[src/rtl/shift_lr_pipe_pkg.sv]
// Shared opcode constants and helpers for the Mosaic FU shifter.
package shift_lr_pipe_pkg;

  localparam int OP_W = 3;

  typedef logic [OP_W-1:0] op_t;

  localparam op_t OP_SLL = 3'b000;
  localparam op_t OP_SRL = 3'b001;
  localparam op_t OP_SRA = 3'b010;
  localparam op_t OP_ROL = 3'b011;
  localparam op_t OP_ROR = 3'b100;

  // Left shifts and rotates are mapped onto the right funnel with a negated amount.
  function automatic logic op_is_left(input op_t op);
    return (op == OP_SLL) || (op == OP_ROL);
  endfunction

endpackage

[src/rtl/shift_lr_funnel_stage.sv]
// One mux level of the right funnel. The STEP top bits of the shifted word can
// never reach the final W-bit result, so each level drops them.
module shift_lr_funnel_stage #(
  parameter int IN_W = 63,
  parameter int STEP = 1
) (
  input  logic [IN_W-1:0]      i_d,
  input  logic                 i_sel,
  output logic [IN_W-STEP-1:0] o_d
);

  // Either shift right by STEP or pass through, both truncated to the output width.
  assign o_d = i_sel ? i_d[IN_W-1:STEP] : i_d[IN_W-STEP-1:0];

endmodule

[src/rtl/shift_lr_pipe.sv]
// Pipelined bi-directional shifter/rotator with valid/ready flow control.
// S0 holds operands, S1 sits after the upper amount-bit mux levels, S2 holds
// the result and flags. Every op is built as a right funnel of {hi, lo} by r.
module shift_lr_pipe
  import shift_lr_pipe_pkg::*;
#(
  parameter int W     = 32,
  parameter int TAG_W = 4,
  localparam int SW   = $clog2(W)
) (
  input  logic             clock,
  input  logic             reset_n,
  input  logic             in_valid,
  output logic             in_ready,
  input  logic [W-1:0]     in_x,
  input  logic [SW-1:0]    in_s,
  input  logic [OP_W-1:0]  in_op,
  input  logic [TAG_W-1:0] in_tag,
  output logic             out_valid,
  input  logic             out_ready,
  output logic [W-1:0]     out_z,
  output logic [TAG_W-1:0] out_tag,
  output logic             out_zero,
  output logic             out_err
);

  localparam int N_LO = SW / 2;
  localparam int N_HI = SW - N_LO;
  // Word width after the upper levels: W plus the largest shift still to come.
  localparam int S1_W = W + (1 << N_LO) - 1;

  logic r_v0, r_v1, r_v2;
  logic w_load0, w_load1, w_load2;

  logic [W-1:0]     r_s0_x;
  logic [SW-1:0]    r_s0_s;
  op_t              r_s0_op;
  logic [TAG_W-1:0] r_s0_tag;

  logic [2*W-2:0]   w_word;
  logic [SW-1:0]    w_r;
  logic             w_err;

  logic [S1_W-1:0]  r_s1_word;
  logic [N_LO-1:0]  r_s1_r;
  logic [TAG_W-1:0] r_s1_tag;
  logic             r_s1_err;

  logic [W-1:0]     w_z;

  logic [W-1:0]     r_out_z;
  logic [TAG_W-1:0] r_out_tag;
  logic             r_out_zero;
  logic             r_out_err;

  // Valid chain: a stage loads when empty or when the next stage loads.
  assign w_load2  = !r_v2 || out_ready;
  assign w_load1  = !r_v1 || w_load2;
  assign w_load0  = !r_v0 || w_load1;
  assign in_ready = w_load0;
  assign out_valid = r_v2;

  // Stage valid bits; reset discards everything in flight.
  always_ff @(posedge clock) begin
    if (!reset_n) begin
      r_v0 <= 1'b0;
      r_v1 <= 1'b0;
      r_v2 <= 1'b0;
    end else begin
      if (w_load0) r_v0 <= in_valid;
      if (w_load1) r_v1 <= r_v0;
      if (w_load2) r_v2 <= r_v1;
    end
  end

  // S0 operand capture on input transfer.
  always_ff @(posedge clock) begin
    if (w_load0 && in_valid) begin
      r_s0_x   <= in_x;
      r_s0_s   <= in_s;
      r_s0_op  <= in_op;
      r_s0_tag <= in_tag;
    end
  end

  // Funnel setup. hi[W-1] is never selected for r < W, so the word is 2W-1 bits.
  // With s == 0 the amount is 0 and lo is x for every op, giving x exactly.
  always_comb begin
    w_word = {{(W-1){1'b0}}, r_s0_x};
    w_r    = op_is_left(r_s0_op) ? (SW'(0) - r_s0_s) : r_s0_s;
    w_err  = 1'b0;
    case (r_s0_op)
      OP_SLL:  w_word = (r_s0_s == '0) ? {r_s0_x[W-2:0], r_s0_x}
                                       : {r_s0_x[W-2:0], {W{1'b0}}};
      OP_SRL:  w_word = {{(W-1){1'b0}}, r_s0_x};
      OP_SRA:  w_word = {{(W-1){r_s0_x[W-1]}}, r_s0_x};
      OP_ROL:  w_word = {r_s0_x[W-2:0], r_s0_x};
      OP_ROR:  w_word = {r_s0_x[W-2:0], r_s0_x};
      default: begin
        w_r   = '0;
        w_err = 1'b1;
      end
    endcase
  end

  for (genvar i = 0; i < N_HI; i++) begin : g_hi
    localparam int K  = SW - 1 - i;
    localparam int IW = W + (1 << (K + 1)) - 1;
    logic [IW-1:0]          w_in;
    logic [IW-(1<<K)-1:0]   w_out;
    if (i == 0) begin : g_first
      assign w_in = w_word;
    end else begin : g_next
      assign w_in = g_hi[i-1].w_out;
    end
    shift_lr_funnel_stage #(.IN_W(IW), .STEP(1 << K)) u_stage (
      .i_d   (w_in),
      .i_sel (w_r[K]),
      .o_d   (w_out)
    );
  end

  // S1 capture of the partially shifted word and the remaining amount bits.
  always_ff @(posedge clock) begin
    if (w_load1 && r_v0) begin
      r_s1_word <= g_hi[N_HI-1].w_out;
      r_s1_r    <= w_r[N_LO-1:0];
      r_s1_tag  <= r_s0_tag;
      r_s1_err  <= w_err;
    end
  end

  for (genvar i = 0; i < N_LO; i++) begin : g_lo
    localparam int K  = N_LO - 1 - i;
    localparam int IW = W + (1 << (K + 1)) - 1;
    logic [IW-1:0]          w_in;
    logic [IW-(1<<K)-1:0]   w_out;
    if (i == 0) begin : g_first
      assign w_in = r_s1_word;
    end else begin : g_next
      assign w_in = g_lo[i-1].w_out;
    end
    shift_lr_funnel_stage #(.IN_W(IW), .STEP(1 << K)) u_stage (
      .i_d   (w_in),
      .i_sel (r_s1_r[K]),
      .o_d   (w_out)
    );
  end

  assign w_z = g_lo[N_LO-1].w_out;

  // S2 result and flags; held while the consumer stalls.
  always_ff @(posedge clock) begin
    if (!reset_n) begin
      r_out_z    <= '0;
      r_out_tag  <= '0;
      r_out_zero <= 1'b0;
      r_out_err  <= 1'b0;
    end else if (w_load2 && r_v1) begin
      r_out_z    <= w_z;
      r_out_tag  <= r_s1_tag;
      r_out_zero <= (w_z == '0);
      r_out_err  <= r_s1_err;
    end
  end

  assign out_z    = r_out_z;
  assign out_tag  = r_out_tag;
  assign out_zero = r_out_zero;
  assign out_err  = r_out_err;

endmodule

[config.mk]
export PLATFORM = sky130hd
export DESIGN_NAME = shift_lr_pipe
export DESIGN_NICKNAME = d
export VERILOG_FILES = /design/src/rtl/shift_lr_pipe_pkg.sv /design/src/rtl/shift_lr_funnel_stage.sv /design/src/rtl/shift_lr_pipe.sv
export SDC_FILE = /design/constraint.sdc
export NUM_CORES = 1
export LEC_CHECK = 0
export ABC_CLOCK_PERIOD_IN_PS = 8200
export CAP_MARGIN = 20
export CORE_MARGIN = 2
export CORE_UTILIZATION = 40
export CTS_CLUSTER_DIAMETER = 150
export DETAILED_ROUTE_END_ITERATION = 7
export PLACE_DENSITY = 0.67
export SLEW_MARGIN = 25
export SYNTH_ARGS = -nofsm -noshare
export SYNTH_HDL_FRONTEND = slang
export SYNTH_SLANG_ARGS = --single-unit
[constraint.sdc]
create_clock -name clock -period 8.2 [get_ports clock]
set_input_delay 1.23 -clock clock [delete_from_list [all_inputs] [get_ports clock]]
set_output_delay 1.23 -clock clock [all_outputs]
set_load 0.005 [all_outputs]
==> flow_summary.json <==
{
  "cts_tree": "built",
  "drtIter0Drc": 448,
  "cp-end-kind": "output pin",
  "grt_usage_pct": 17.5,
  "report.final.slew_viol_count": 0,
  "synth_edf_count": 86,
  "yosys_warnings": 0,
  "postLayoutCellArea_sq_mm": 0.00882,
  "cap_viol_max_count": 0,
  "wl_per_cell_um": 16.7,
  "worst_clock_skew_ps": 6.90,
  "die-area_sq_mm": 0.0192,
  "die_x_um": 139,
  "num_antenna_cells": 0,
  "cts_resized": 0,
  "ys.flop_type": "edfxtp_1",
  "numCtsBuffers": 17,
  "p_per_area_mw_per_mm2": 223,
  "place.gp.congestion": 0.855,
  "yosysUniqueCellTypes": 60,
  "cp.arrival_ps": 2800,
  "syn_to_final_growth_pct": 21.6,
  "via_per_inst": 5.53,
  "ios": 88,
  "cts_max_level": 4,
  "core_sq_mm": 0.0179,
  "fin_nets": 821,
  "vias": 5599,
  "final_hold_viol_count": 0,
  "min_from": "r_s0_tag[0]",
  "cp.required_ps": 6970,
  "tightestPinTransition_ps": 1000,
  "regArea_sq_mm": 0.00340,
  "synth_area_sq_mm": 0.00725,
  "placed_cell_area_sq_mm": 0.00819,
  "cellLeakagePower_uw": 0.00323,
  "grt_start_max_net_pins": 49,
  "period_needed_ps": 4030,
  "dp_hpwl_um": 11900,
  "antenna_found_initial": 0,
  "row_count": 49,
  "die_y_um": 139,
  "grt_first_pass_wirelength_um": 27300,
  "hold_path.class": "flop to flop",
  "worstSetupPathType": "input pin to output pin",
  "clkLatencyLatePin_ps": 410,
  "syn_inst": 711,
  "first_pass_iters": 5,
  "hold_buffers": 0,
  "ys_seq_area_share_pct": 46.9,
  "grt_pass1_vias": 5178,
  "start_kind": "input pin",
  "start_util_pct": 40.5,
  "ir_drop_v": 0.000158,
  "dpl.cell_count": 980,
  "drc": 0,
  "r2r_setup_slack_ps": 4480,
  "ys_seq_elements": 127,
  "syn_nets": 761,
  "multi_input_area_sq_mm": 0.00352,
  "cts_sinks": 127,
  "numPortBuffers": 87,
  "clock_path_buffers": 2,
  "timing.rr.start": "r_s0_s[1]",
  "finalCritPeriodShare_pct": 49.2,
  "drive_above_1_share_pct": 9.82,
  "filler_cell_count": 1665,
  "ant_nets": 0,
  "cts_root_buffer": "clkbuf_16",
  "finalPower_uw": 1970,
  "fin_cells": 1013,
  "cts_setup_buffers": 0,
  "maxSlewHeadroom_pct": 32.9,
  "critPathMaxFanout": 7,
  "finalWirelength_um": 16900,
  "clkSlewWorstSetupHoldPaths_ps": 60,
  "grt_remaining_overflow": 0,
  "cp-startpoint": "out_ready",
  "finalSetupViolCount": 0,
  "rsz0062_at_grt": "false",
  "async_flop_share_pct": 0,
  "status": "finished, final reports clean",
  "whs_ps": 416,
  "fmax_mhz": 248,
  "synth.avg_cell_area_sq_um": 10.2,
  "setup_tns_ps": 0
}
==> stage by stage <==
| stage | utilization, % | setup slack, ps |
|---|---|---|
| floorplan | - | 3280 |
| global placement | 45.8 | 4170 |
| detailed placement | 45.8 | 4050 |
| CTS | 49.1 | 4040 |
| global route | 49.2 | 4020 |
| finish | 49.2 | 4170 |
==> area by class of cell <==
| class | count | area share, % |
|---|---|---|
| inverters | 5 | 0.213 |
| clock buffers | 20 | 5.68 |
| repair buffers | 101 | 11.2 |
| multi-input cells | 519 | 39.9 |
| clock inverters | 12 | 1.16 |
| flip-flops and latches | 127 | 38.6 |
| well taps | 229 | 3.25 |
==> final timing paths <==
check / end / cells after the start
hold / removal: r_s1_tag[0] / 0
hold reg to reg: r_s1_tag[0] / 0
setup reg to reg: g_lo[0].w_in[15] / 10
setup / recovery: in_ready / 4
==> per-layer routing <==
metal  vias up  share of wire, %  track usage, %
met5         -                 0               0
met4         0               1.7            6.11
met3        25               5.4            4.01
met2       186                45            26.2
met1      2609                48            25.0
li1       2779                 -               -
==> kinds of logic (layout without fill, tap and decap cells) <==
logic type      after synthesis  count (layout)  share of synthesized area (%)
simple gates                217             217                           14.5
fa+ha+maj                     2               2                          0.345
flops                       127             127                           46.9
mux                         101             101                           15.8
buf+inv                      65             138                           4.95
compound gates              199             199                           17.4
==> sequential cells by signal, indices dropped and copies added, names as in the netlist, 2 cells and up <==
name / flops
out_tag: 4
r_s0_tag: 4
r_s1_tag: 4
r_s0_s: 5
r_s0_op: 3
r_s0_x: 32
out_z: 32
g_lo.w_in: 35
r_s1_r: 2
==> cell usage after synthesis, drive strengths merged (8+ instances only) <==
cell | count | share of area, %
a21boi | 31 | 3.2
a21oi | 74 | 5.1
and2 | 11 | 0.95
buf | 44 | 3.9
clkbuf | 16 | 0.83
dfxtp | 41 | 11
edfxtp | 86 | 36
mux2 | 17 | 2.8
mux2i | 76 | 11
mux4 | 8 | 2.5
nand2 | 110 | 5.8
nand3 | 12 | 0.83
nand4 | 10 | 0.86
nor2 | 21 | 1.1
nor2b | 16 | 1.4
nor4 | 9 | 0.78
o21ai | 28 | 1.9
o22ai | 20 | 1.7
==> worst max-delay path: stages <==
cell             delay, ps
clkdlybuf4s50_1        400
nor2b_1                530
nand3_1                170
clkdlybuf4s50_1        470
==> placed cells by master, fill, tap and decap left out, types with 13 or more instances in the layout <==
master           synthesis  layout
buf_4                   10      13
nor2_1                  21      20
mux2i_1                 75      75
dfxtp_1                 41      41
nand2_1                108     108
a21boi_0                31      30
o22ai_1                 20      20
a21oi_1                 74      74
clkbuf_16                0      20
edfxtp_1                86      86
clkdlybuf4s50_1          0      87
nor2b_1                 16      15
o21ai_0                 16      16
==> where the power goes <==
group | switching, uW | internal (uW)
clock network | 276 | 470
logic | 231 | 189
registers | 48.8 | 754
No activity file was read; power rests on OpenSTA's default activity.
